File: config.mk
export PLATFORM = sky130hd
export DESIGN_NAME = unified_mem_arbiter
export DESIGN_NICKNAME = d
export VERILOG_FILES = /design/src/rtl/unified_mem_arbiter.sv
export SDC_FILE = /design/constraint.sdc
export NUM_CORES = 1
export LEC_CHECK = 0
export BUFFER_PORTS_ARGS = -buffer_cell sky130_fd_sc_hd__clkbuf_2
export CAP_MARGIN = 30
export CORE_ASPECT_RATIO = 1.2
export CORE_MARGIN = 8
export CORE_UTILIZATION = 45
export DETAILED_ROUTE_END_ITERATION = 12
export GPL_ROUTABILITY_DRIVEN = 0
export PLACE_DENSITY = 0.77
export SETUP_SLACK_MARGIN = 0.05
export SYNTH_ARGS = -nofsm -noshare
export SYNTH_HDL_FRONTEND = slang
export SYNTH_SLANG_ARGS = --single-unit
File: constraint.sdc
create_clock -name Clk -period 2.7 [get_ports Clk]
set_clock_uncertainty 0.1 [all_clocks]
set_input_delay 0.54 -clock Clk [delete_from_list [all_inputs] [get_ports Clk]]
set_output_delay 0.54 -clock Clk [all_outputs]
set_load 0.005 [all_outputs]
File: src/rtl/unified_mem_arbiter.sv
// Arbiter sharing one memory port between instruction fetch and data access.
// Define ARB_STARVE_GUARD_EN to let a starved fetch win after STARVE_LIMIT data grants.
module unified_mem_arbiter #(
  parameter int WIDTH        = 32,
  parameter int STARVE_LIMIT = 4
) (
  input  logic             Clk,
  input  logic             Reset_n,
  input  logic             IReq,
  input  logic [WIDTH-1:0] IAddr,
  output logic [WIDTH-1:0] IRdata,
  output logic             IReady,
  input  logic             DReq,
  input  logic             DWe,
  input  logic [WIDTH-1:0] DAddr,
  input  logic [WIDTH-1:0] DWdata,
  output logic [WIDTH-1:0] DRdata,
  output logic             DReady,
  output logic             MemReq,
  output logic             MemWe,
  output logic [WIDTH-1:0] MemAddr,
  output logic [WIDTH-1:0] MemWdata,
  input  logic [WIDTH-1:0] MemRdata,
  input  logic             MemAck,
  output logic             StallF,
  output logic             StallM
);

  typedef enum logic [1:0] {IDLE, IBUSY, DBUSY} state_t;

  localparam logic [WIDTH-1:0] ADDR_MASK = ~WIDTH'(3);

  state_t           state_reg, state_next;
  logic [WIDTH-1:0] addr_reg, wdata_reg, irdata_reg, drdata_reg;
  logic             we_reg, iready_reg, dready_reg;
  logic             starve_hit, pick_i, grant_i, grant_d;

  // Fetch wins only when data is idle, or when the starvation guard has tripped.
  assign pick_i  = IReq && (!DReq || starve_hit);
  assign grant_i = (state_reg == IDLE) && (state_next == IBUSY);
  assign grant_d = (state_reg == IDLE) && (state_next == DBUSY);

  always_comb begin
    state_next = state_reg;
    case (state_reg)
      IDLE: begin
        // The Ready cycle is a dead cycle: no new grant while a pulse is out.
        if (!(iready_reg || dready_reg)) begin
          if (pick_i)    state_next = IBUSY;
          else if (DReq) state_next = DBUSY;
        end
      end
      IBUSY, DBUSY: begin
        if (MemAck) state_next = IDLE;
      end
      default: state_next = IDLE;
    endcase
  end

  always_ff @(posedge Clk or negedge Reset_n) begin
    if (!Reset_n) begin
      state_reg  <= IDLE;
      addr_reg   <= '0;
      wdata_reg  <= '0;
      we_reg     <= 1'b0;
      irdata_reg <= '0;
      drdata_reg <= '0;
      iready_reg <= 1'b0;
      dready_reg <= 1'b0;
    end else begin
      state_reg  <= state_next;
      iready_reg <= (state_reg == IBUSY) && MemAck;
      dready_reg <= (state_reg == DBUSY) && MemAck;
      if (grant_i) begin
        addr_reg <= IAddr & ADDR_MASK;
        we_reg   <= 1'b0;
      end else if (grant_d) begin
        addr_reg  <= DAddr & ADDR_MASK;
        we_reg    <= DWe;
        wdata_reg <= DWdata;
      end
      if ((state_reg == IBUSY) && MemAck) irdata_reg <= MemRdata;
      if ((state_reg == DBUSY) && MemAck && !we_reg) drdata_reg <= MemRdata;
    end
  end

`ifdef ARB_STARVE_GUARD_EN
  localparam int CW = $clog2(STARVE_LIMIT + 1) + 1;
  localparam logic [CW-1:0] LIMIT = CW'(STARVE_LIMIT);

  logic [CW-1:0] starve_reg;

  assign starve_hit = (starve_reg >= LIMIT);

  // Counts data grants taken over a waiting fetch; saturates at the limit.
  always_ff @(posedge Clk or negedge Reset_n) begin
    if (!Reset_n) begin
      starve_reg <= '0;
    end else if (grant_i) begin
      starve_reg <= '0;
    end else if (grant_d && IReq && (starve_reg < LIMIT)) begin
      starve_reg <= starve_reg + CW'(1);
    end
  end
`else
  assign starve_hit = 1'b0;
`endif

  assign IRdata   = irdata_reg;
  assign DRdata   = drdata_reg;
  assign IReady   = iready_reg;
  assign DReady   = dready_reg;
  assign MemReq   = (state_reg != IDLE);
  assign MemWe    = (state_reg == DBUSY) && we_reg;
  assign MemAddr  = addr_reg;
  assign MemWdata = wdata_reg;
  assign StallF   = IReq & ~iready_reg;
  assign StallM   = DReq & ~dready_reg;

endmodule

==> results of run 1 <==
[cell families (layout without fill, tap and decap cells)]
kind of cell | Yosys count | in the layout | share of synthesized area, %
AO/OA/AOI/OAI | 65 | 65 | 8.67
multiplexers | 96 | 96 | 20.0
buffers and inverters | 89 | 366 | 6.90
adder cells (fa/ha/maj) | 4 | 4 | 0.927
XOR/XNOR | 1 | 1 | 0.162
flip-flops | 131 | 131 | 60.7
AND/OR/NAND/NOR | 23 | 23 | 2.55
other | 1 | 2 | 0.0694
[routing by layer]
layer | track usage, % | vias up | wire (um)
li1 | - | 1938 | -
met2 | 33.2 | 196 | 7750
met3 | 9.07 | 27 | 1690
met4 | 8.01 | 0 | 344
met1 | 19.8 | 2021 | 5330
met5 | 0 | - | 0
[power breakdown]
part | internal [mW] | switching (mW) | total, mW
registers | 2.97 | 0.543 | 3.51
logic | 1.88 | 1.76 | 3.64
clock network | 1.30 | 0.797 | 2.09
total | 6.15 | 3.10 | 9.25
[per-stage QoR]
step	area (um^2)	hold slack, ns	cells	util (%)	total power [mW]
6_report	7470	0.000372	849	62.8	9.25
3_3_place_gp	6920	0.369	819	58.2	6.98
4_1_cts	7460	0.00979	849	62.7	9.37
2_1_floorplan	5400	0.144	411	-	5.41
3_5_place_dp	6920	0.377	819	58.2	7.21
5_1_grt	7470	0.0321	849	62.8	9.87
[cell type report]
| type | count | area (um^2) | area share [%] |
|---|---|---|---|
| Clock buffer | 20 | 457 | 6.11 |
| Clock inverter | 10 | 86.3 | 1.16 |
| Inverter | 65 | 244 | 3.27 |
| Multi-Input combinational cell | 191 | 1780 | 23.9 |
| Sequential cell | 131 | 3280 | 43.9 |
| Tap cell | 161 | 201 | 2.70 |
| Timing Repair Buffer | 271 | 1420 | 19.0 |
[worst max-delay path, stage by stage, from the launching register on]
cell     delay (ns)
dfrtp_1        0.45
inv_1          0.11
ha_1           0.31
nor2b_1        0.15
o22ai_1        0.39
and3_2         0.30
buf_12         0.23
mux2_1         0.36
[Yosys cell counts, drive strengths merged, types with 2 or more instances]
| cell | n |
|---|---|
| nor2b | 4 |
| clkbuf | 8 |
| ha | 4 |
| a21oi | 30 |
| mux2 | 96 |
| o22ai | 2 |
| and2 | 3 |
| inv | 65 |
| a221oi | 30 |
| nor2 | 3 |
| dfrtp | 131 |
| buf | 16 |
| nand2 | 5 |
| and3 | 2 |
[worst max-delay path by stage]
stage,from,slack [ns],cells past startpoint,to
after global routing,state_reg[0]$_DFF_PN0_,0.02,7,MemWdata[8]$_DFFE_PN0P_
after floorplan,DReq,0.54,6,MemWdata[0]$_DFFE_PN0P_
after detailed placement,state_reg[0]$_DFF_PN0_,0.10,8,MemAddr[3]$_DFFE_PN0P_
final,state_reg[0]$_DFF_PN0_,0.16,7,MemWdata[18]$_DFFE_PN0P_
after global placement,DReq,0.23,7,MemAddr[3]$_DFFE_PN0P_
after CTS,state_reg[0]$_DFF_PN0_,0.08,8,MemAddr[3]$_DFFE_PN0P_
==> flow_metrics.py, run 1 <==
metrics = {
    "timing": {
        "period_minus_slack_ns": 2.54,
        "fmaxAchievable_mhz": 394,
        "setup-tns-final_ns": 0,
        "setup_violations": 0,
        "rsz0062_at_grt": "no",
        "period_share_pct": 94.0,
        "drv_slew": 0,
        "setup_slack_ns": 0.163,
        "hold_viol_final": 0,
        "worst-slew-pin-transition_ns": 0.510,
        "max_slew_margin_pct": 66.0,
    },
    "worst_setup_path": {
        "critPathLaunchType": "flip-flop",
        "r2r_cells": 7,
        "rr_endpoint": "MemWdata[18]$_DFFE_PN0P_",
        "worst-setup-path-type": "reg2reg",
        "worstPathArrival_ns": 2.71,
        "rrSetupSlack_ns": 0.16,
        "required_ns": 2.87,
        "cp-end-kind": "flip-flop",
        "timing.rr.start": "state_reg[0]$_DFF_PN0_",
        "critPathMaxFanout": 44,
    },
    "synth": {
        "yosysTopAreaCellShare_pct": 60.7,
        "avgSynthCellArea_um2": 13.2,
        "yosysTopAreaCell": "dfrtp_1",
        "synth_edf_count": 0,
        "ys.flop_type": "dfrtp_1",
        "ys_ff_latch": 131,
        "ys_warn_count": 0,
        "async_flop_share_pct": 100,
        "syn_area_mm2": 0.00540,
        "yosysUniqueCellTypes": 29,
        "synth_area_leaders": "dfrtp_1 61%, mux2_2 14%, mux2_1 6.3%, a221oi_1 4.9%, inv_1 4.5%",
        "syn_inst": 410,
        "seq_area_frac_synth_pct": 60.7,
    },
    "pwr": {
        "power.density_mw_per_mm2": 1240,
        "p_leak_nw": 3.93,
        "ir_worst_vdd_mv": 0.632,
    },
    "floorplan": {
        "fp.dieH_um": 136,
        "rows": 44,
        "core_mm2": 0.0119,
        "dieArea_mm2": 0.0158,
        "pin_count": 268,
        "die_x_um": 116,
        "start_util_pct": 45.4,
    },
    "clock_tree": {
        "postCtsHoldBufs": 0,
        "cts_htree_levels": 4,
        "cts-root-buf": "clkbuf_16",
        "clock_latency_ns": 0.39,
        "cts_tree": "done",
        "cts_sinks": 131,
        "postCtsSetupRepairBufs": 0,
        "post_cts_resized": 0,
        "clock_tree.buffer_depth": 2,
        "clkSlewWorstSetupHoldPaths_ns": 0.06,
        "cts_buffers": 17,
    },
    "detailed_routing": {
        "drc": 0,
        "drt_iter0_drc": 208,
        "vias": 4182,
        "viasPerCell": 4.93,
        "avgRoutedWirePerCell_um": 17.8,
        "ant_nets": 0,
        "totalWireLength_um": 15100,
        "drt_first_pass_iters": 6,
    },
    "cells_and_area": {
        "layout.nets": 815,
        "syn_to_final_growth_pct": 38.3,
        "num-fill-cells": 948,
        "layout_commonest_cell": "clkbuf_2",
        "antennaDiodeCount": 0,
        "drive_above_1_share_pct": 54.2,
        "layout_common_cells": "260 x clkbuf_2, 131 x dfrtp_1, 66 x mux2_2, 65 x inv_1",
    },
    "flow_run": {
        "drv_cap": 0,
    },
    "global_route": {
        "grt_pass1_wl_um": 23500,
        "grt_pass1_vias": 4733,
        "antenna_found_initial": 0,
        "overflow": 0,
        "grt_usage_pct": 19.4,
        "grt_start_max_net_pins": 45,
    },
    "placement": {
        "io_buffers": 261,
        "place_hpwl_um": 11800,
        "place_ws_ns": 0.105,
    },
    "min_path": {
        "hp-class": "in2async",
    },
    "run_status": {
        "status": "completed",
    },
}
No activity file was read; power rests on OpenSTA's default activity.
==> inputs of run 2 (changes only) <==
--- a/config.mk
+++ b/config.mk
@@ -12,6 +12,8 @@
 export CORE_UTILIZATION = 45
 export DETAILED_ROUTE_END_ITERATION = 12
 export GPL_ROUTABILITY_DRIVEN = 0
+export HOLD_SLACK_MARGIN = 0.06
+export MAX_ROUTING_LAYER = met4
 export PLACE_DENSITY = 0.77
 export SETUP_SLACK_MARGIN = 0.05
 export SYNTH_ARGS = -nofsm -noshare
==> constraint.sdc (replaced) <==
create_clock -name Clk -period 2.7 [get_ports Clk]
set_clock_uncertainty 0.1 [all_clocks]
set_input_delay 0.54 -clock Clk [delete_from_list [all_inputs] [get_ports Clk]]
set_output_delay 0.54 -clock Clk [all_outputs]
set_load 0.05 [all_outputs]
==> flow_metrics.py, run 2 (synthesized netlist as in run 1, its figures left out) <==
metrics = {
    "floorplan": {
        "die_x_um": 116,
        "start_util_pct": 45.4,
        "pin_count": 268,
        "core_mm2": 0.0119,
        "rows": 44,
        "fp.dieH_um": 136,
        "dieArea_mm2": 0.0158,
    },
    "cells_and_area": {
        "syn_to_final_growth_pct": 38.5,
        "drive_above_1_share_pct": 54.1,
        "layout_common_cells": "260 x clkbuf_2, 131 x dfrtp_1, 66 x mux2_2, 65 x inv_1",
        "num-fill-cells": 947,
        "antennaDiodeCount": 0,
        "layout.nets": 816,
        "layout_commonest_cell": "clkbuf_2",
    },
    "timing": {
        "period_minus_slack_ns": 2.55,
        "setup_violations": 0,
        "hold_viol_final": 0,
        "rsz0062_at_grt": "no",
        "worst-slew-pin-transition_ns": 0.512,
        "max_slew_margin_pct": 65.9,
        "drv_slew": 0,
        "period_share_pct": 94.3,
        "setup-tns-final_ns": 0,
        "fmaxAchievable_mhz": 393,
    },
    "clock_tree": {
        "cts_tree": "done",
        "cts_sinks": 131,
        "clock_latency_ns": 0.39,
        "cts_htree_levels": 4,
        "clock_tree.buffer_depth": 2,
        "cts-root-buf": "clkbuf_16",
        "cts_buffers": 17,
        "clkSlewWorstSetupHoldPaths_ns": 0.06,
        "postCtsSetupRepairBufs": 0,
    },
    "global_route": {
        "overflow": 0,
        "grt_pass1_vias": 4761,
        "grt_usage_pct": 19.9,
        "grt_start_max_net_pins": 45,
        "grt_pass1_wl_um": 23400,
        "antenna_found_initial": 0,
    },
    "detailed_routing": {
        "avgRoutedWirePerCell_um": 17.9,
        "ant_nets": 0,
        "viasPerCell": 4.97,
        "totalWireLength_um": 15200,
        "drt_iter0_drc": 203,
        "drt_first_pass_iters": 5,
        "vias": 4226,
        "drc": 0,
    },
    "flow_run": {
        "drv_cap": 0,
    },
    "worst_setup_path": {
        "crit_chain": "inv_1 > ha_1 > nor2b_1 > o22ai_1 > and3_2 > buf_12 > mux2_1",
        "worstPathArrival_ns": 2.72,
        "crit_cells": 7,
        "required_ns": 2.87,
        "crit_slowest_cell": "dfrtp_1",
        "cp_top_family": "flip-flops",
        "worst-setup-path-type": "reg2reg",
        "cp-end-kind": "flip-flop",
        "r2r_cells": 7,
        "critPathMaxFanout": 44,
        "critical_path_buf_inv_count": 2,
        "max_stage_delay_ns": 0.45,
        "critPathLaunchType": "flip-flop",
    },
    "min_path": {
        "hp-class": "in2reg",
        "whs_path_depth": 2,
    },
    "placement": {
        "place_hpwl_um": 11800,
        "io_buffers": 261,
    },
    "run_status": {
        "status": "completed",
    },
}
run 2: stage by stage:
step	util [%]	setup slack (ns)	std cells	hold WS, ns	area, um^2
after floorplan	-	0.395	411	0.144	5400
after global placement	58.2	0.226	819	0.369	6920
after detailed placement	58.2	0.105	819	0.377	6920
after CTS	62.8	0.0819	850	0.241	7470
after global routing	62.9	0.0182	850	0.241	7480
final	62.9	0.154	850	0.260	7480
run 2: metal layers:
metal | vias up | global-route usage, % | wire length, um
li1 | 1941 | - | -
met3 | 33 | 7.07 | 1340
met1 | 2042 | 21.5 | 5810
met2 | 210 | 33.0 | 7720
met4 | 0 | 7.51 | 360
met5 | - | - | 0
run 2: worst paths after layout:
kind,start,end,slack (ns)
max,state_reg[0]$_DFF_PN0_,MemWdata[18]$_DFFE_PN0P_,0.15
min,DWdata[10],MemWdata[10]$_DFFE_PN0P_,0.26
max reg2reg,state_reg[0]$_DFF_PN0_,MemWdata[18]$_DFFE_PN0P_,0.15
min reg2reg,MemWdata[12]$_DFFE_PN0P_,MemWdata[12]$_DFFE_PN0P_,0.39
max in group asynchronous,Reset_n,MemWdata[14]$_DFFE_PN0P_,1.20
min in group asynchronous,Reset_n,DRdata[25]$_DFFE_PN0P_,0.57
run 2: cell type report:
cell class | instances | area (um^2) | area share, %
timing repair buffer | 272 | 1430 | 19.1
inverter | 65 | 244 | 3.26
multi-input combinational | 191 | 1780 | 23.8
tap | 161 | 201 | 2.69
clock inverter | 10 | 86.3 | 1.15
clock buffer | 20 | 457 | 6.11
sequential | 131 | 3280 | 43.8
run 2: repair_timing:
| item | in CTS | in global routing |
|---|---|---|
| setup endpoints to repair | 0 | 19 |
| hold buffers | 1 | 0 |
| endpoints found under the hold margin | 37 | 0 |
| gates resized for setup | 0 | 1 |
Power of run 2 is not shown: default switching activity piles up to over one toggle a cycle in this logic, so the estimate is an artifact.
==> inputs of run 3 (changes only) <==
--- a/config.mk
+++ b/config.mk
@@ -8,8 +8,9 @@
 export BUFFER_PORTS_ARGS = -buffer_cell sky130_fd_sc_hd__clkbuf_2
 export CAP_MARGIN = 30
 export CORE_ASPECT_RATIO = 1.2
-export CORE_MARGIN = 8
+export CORE_MARGIN = 5
 export CORE_UTILIZATION = 45
+export CTS_BUF_LIST = sky130_fd_sc_hd__clkbuf_4
 export DETAILED_ROUTE_END_ITERATION = 12
 export GPL_ROUTABILITY_DRIVEN = 0
 export HOLD_SLACK_MARGIN = 0.06
==> flow_metrics.py, run 3 (synthesized netlist as in run 1, its figures left out) <==
metrics = {
    "timing": {
        "period_share_pct": 93.0,
        "drv_slew": 0,
        "period_minus_slack_ns": 2.51,
        "rsz0062_at_grt": "no",
        "fmaxAchievable_mhz": 398,
        "setup_violations": 0,
        "setup-tns-final_ns": 0,
        "hold_viol_final": 0,
        "hold_slack_ns": 0.149,
    },
    "detailed_routing": {
        "drt_first_pass_iters": 4,
        "drt_iter0_drc": 217,
        "ant_nets": 0,
        "avgRoutedWirePerCell_um": 16.6,
        "vias": 4218,
        "totalWireLength_um": 14100,
        "drc": 0,
        "viasPerCell": 4.97,
    },
    "worst_setup_path": {
        "critPathMaxFanout": 62,
        "worstPathArrival_ns": 2.78,
        "cp-end-kind": "flip-flop",
        "crit_slowest_cell": "dfrtp_1",
        "max_stage_delay_ns": 0.43,
        "crit_chain": "inv_1 > ha_1 > nor2b_1 > o22ai_1 > and3_2 > buf_12 > mux2_1",
        "worst-setup-path-type": "reg2reg",
        "required_ns": 2.97,
        "critPathLaunchType": "flip-flop",
    },
    "global_route": {
        "grt_usage_pct": 20.1,
        "grt_start_max_net_pins": 63,
        "antenna_found_initial": 1,
        "overflow": 0,
        "grt_pass1_vias": 4413,
        "grt_pass1_wl_um": 21500,
    },
    "floorplan": {
        "start_util_pct": 46.3,
        "die_x_um": 110,
        "rows": 43,
        "dieArea_mm2": 0.0143,
        "core_mm2": 0.0117,
        "fp.dieH_um": 130,
        "pin_count": 268,
    },
    "clock_tree": {
        "clkSlewWorstSetupHoldPaths_ns": 0.12,
        "clock_tree.buffer_depth": 2,
        "cts_htree_levels": 4,
        "cts_buffers": 17,
        "cts-root-buf": "clkbuf_4",
        "cts_sinks": 131,
        "clock_latency_ns": 0.49,
        "cts_tree": "done",
    },
    "cells_and_area": {
        "layout_common_cells": "260 x clkbuf_2, 131 x dfrtp_1, 66 x mux2_2, 65 x inv_1",
        "layout.nets": 815,
        "final_util_pct": 61.7,
        "layout_commonest_cell": "clkbuf_2",
        "drive_above_1_share_pct": 53.6,
        "syn_to_final_growth_pct": 33.4,
        "num-fill-cells": 940,
    },
    "min_path": {
        "hp-class": "in2reg",
    },
    "placement": {
        "place_hpwl_um": 10700,
        "io_buffers": 261,
    },
    "run_status": {
        "status": "completed",
    },
    "flow_run": {
        "drv_cap": 0,
    },
}
[run 3: worst max-delay path: cells and delay by family, from the launching register on]
kind                       cells  cell delay (ns)
and+or+nand+nor                2             0.43
DFF                            1             0.43
AOI/OAI and AO/OA              1             0.39
buffers and inverters          2             0.37
muxes                          1             0.36
adders and majority gates      1             0.29
[run 3: final timing paths]
check                           slack [ns]                        to  cells after the start                     from
worst max-delay path                  0.19  MemWdata[14]$_DFFE_PN0P_                      7   state_reg[1]$_DFF_PN0_
worst min-delay path                  0.15  MemWdata[13]$_DFFE_PN0P_                      2               DWdata[13]
worst max register to register        0.19  MemWdata[14]$_DFFE_PN0P_                      7   state_reg[1]$_DFF_PN0_
worst min register to register        0.40   MemWdata[4]$_DFFE_PN0P_                      1  MemWdata[4]$_DFFE_PN0P_
max in group asynchronous             1.48   MemAddr[23]$_DFFE_PN0P_                      3                  Reset_n
min in group asynchronous             0.38    DRdata[25]$_DFFE_PN0P_                      2                  Reset_n
[run 3: cell type report]
class | instances | area (um^2) | area share [%]
inverter | 65 | 244 | 3.39
timing repair buffer | 271 | 1430 | 19.9
tap | 157 | 196 | 2.73
clock inverter | 15 | 141 | 1.96
sequential | 131 | 3280 | 45.5
clock buffer | 17 | 128 | 1.77
multi-input combinational | 191 | 1780 | 24.7
antenna | 1 | 2.50 | 0.0347
[run 3: metrics by stage]
stage	setup WS [ns]	cells	instance area, um^2
4_1_cts	0.131	847	7190
3_3_place_gp	-0.0878	813	6900
6_report	0.190	848	7200
2_1_floorplan	0.395	411	5400
5_1_grt	0.0792	848	7200
3_5_place_dp	0.0963	814	6910
[run 3: repair_timing]
action                     in CTS  in global routing
hold endpoints to repair       22                  0
gates resized for setup         0                  1
hold buffers                    1                  0
setup buffers                   0                  0
setup endpoints to repair       0                 14
[run 3: metal layers]
layer,GRT usage (%),up-vias,wire length [um]
met1,23.1,2064,5350
met4,6.53,0,291
met2,33.6,181,7400
li1,-,1947,-
met3,5.94,26,1020
met5,-,-,0
Power of run 3 is left out for the same reason.
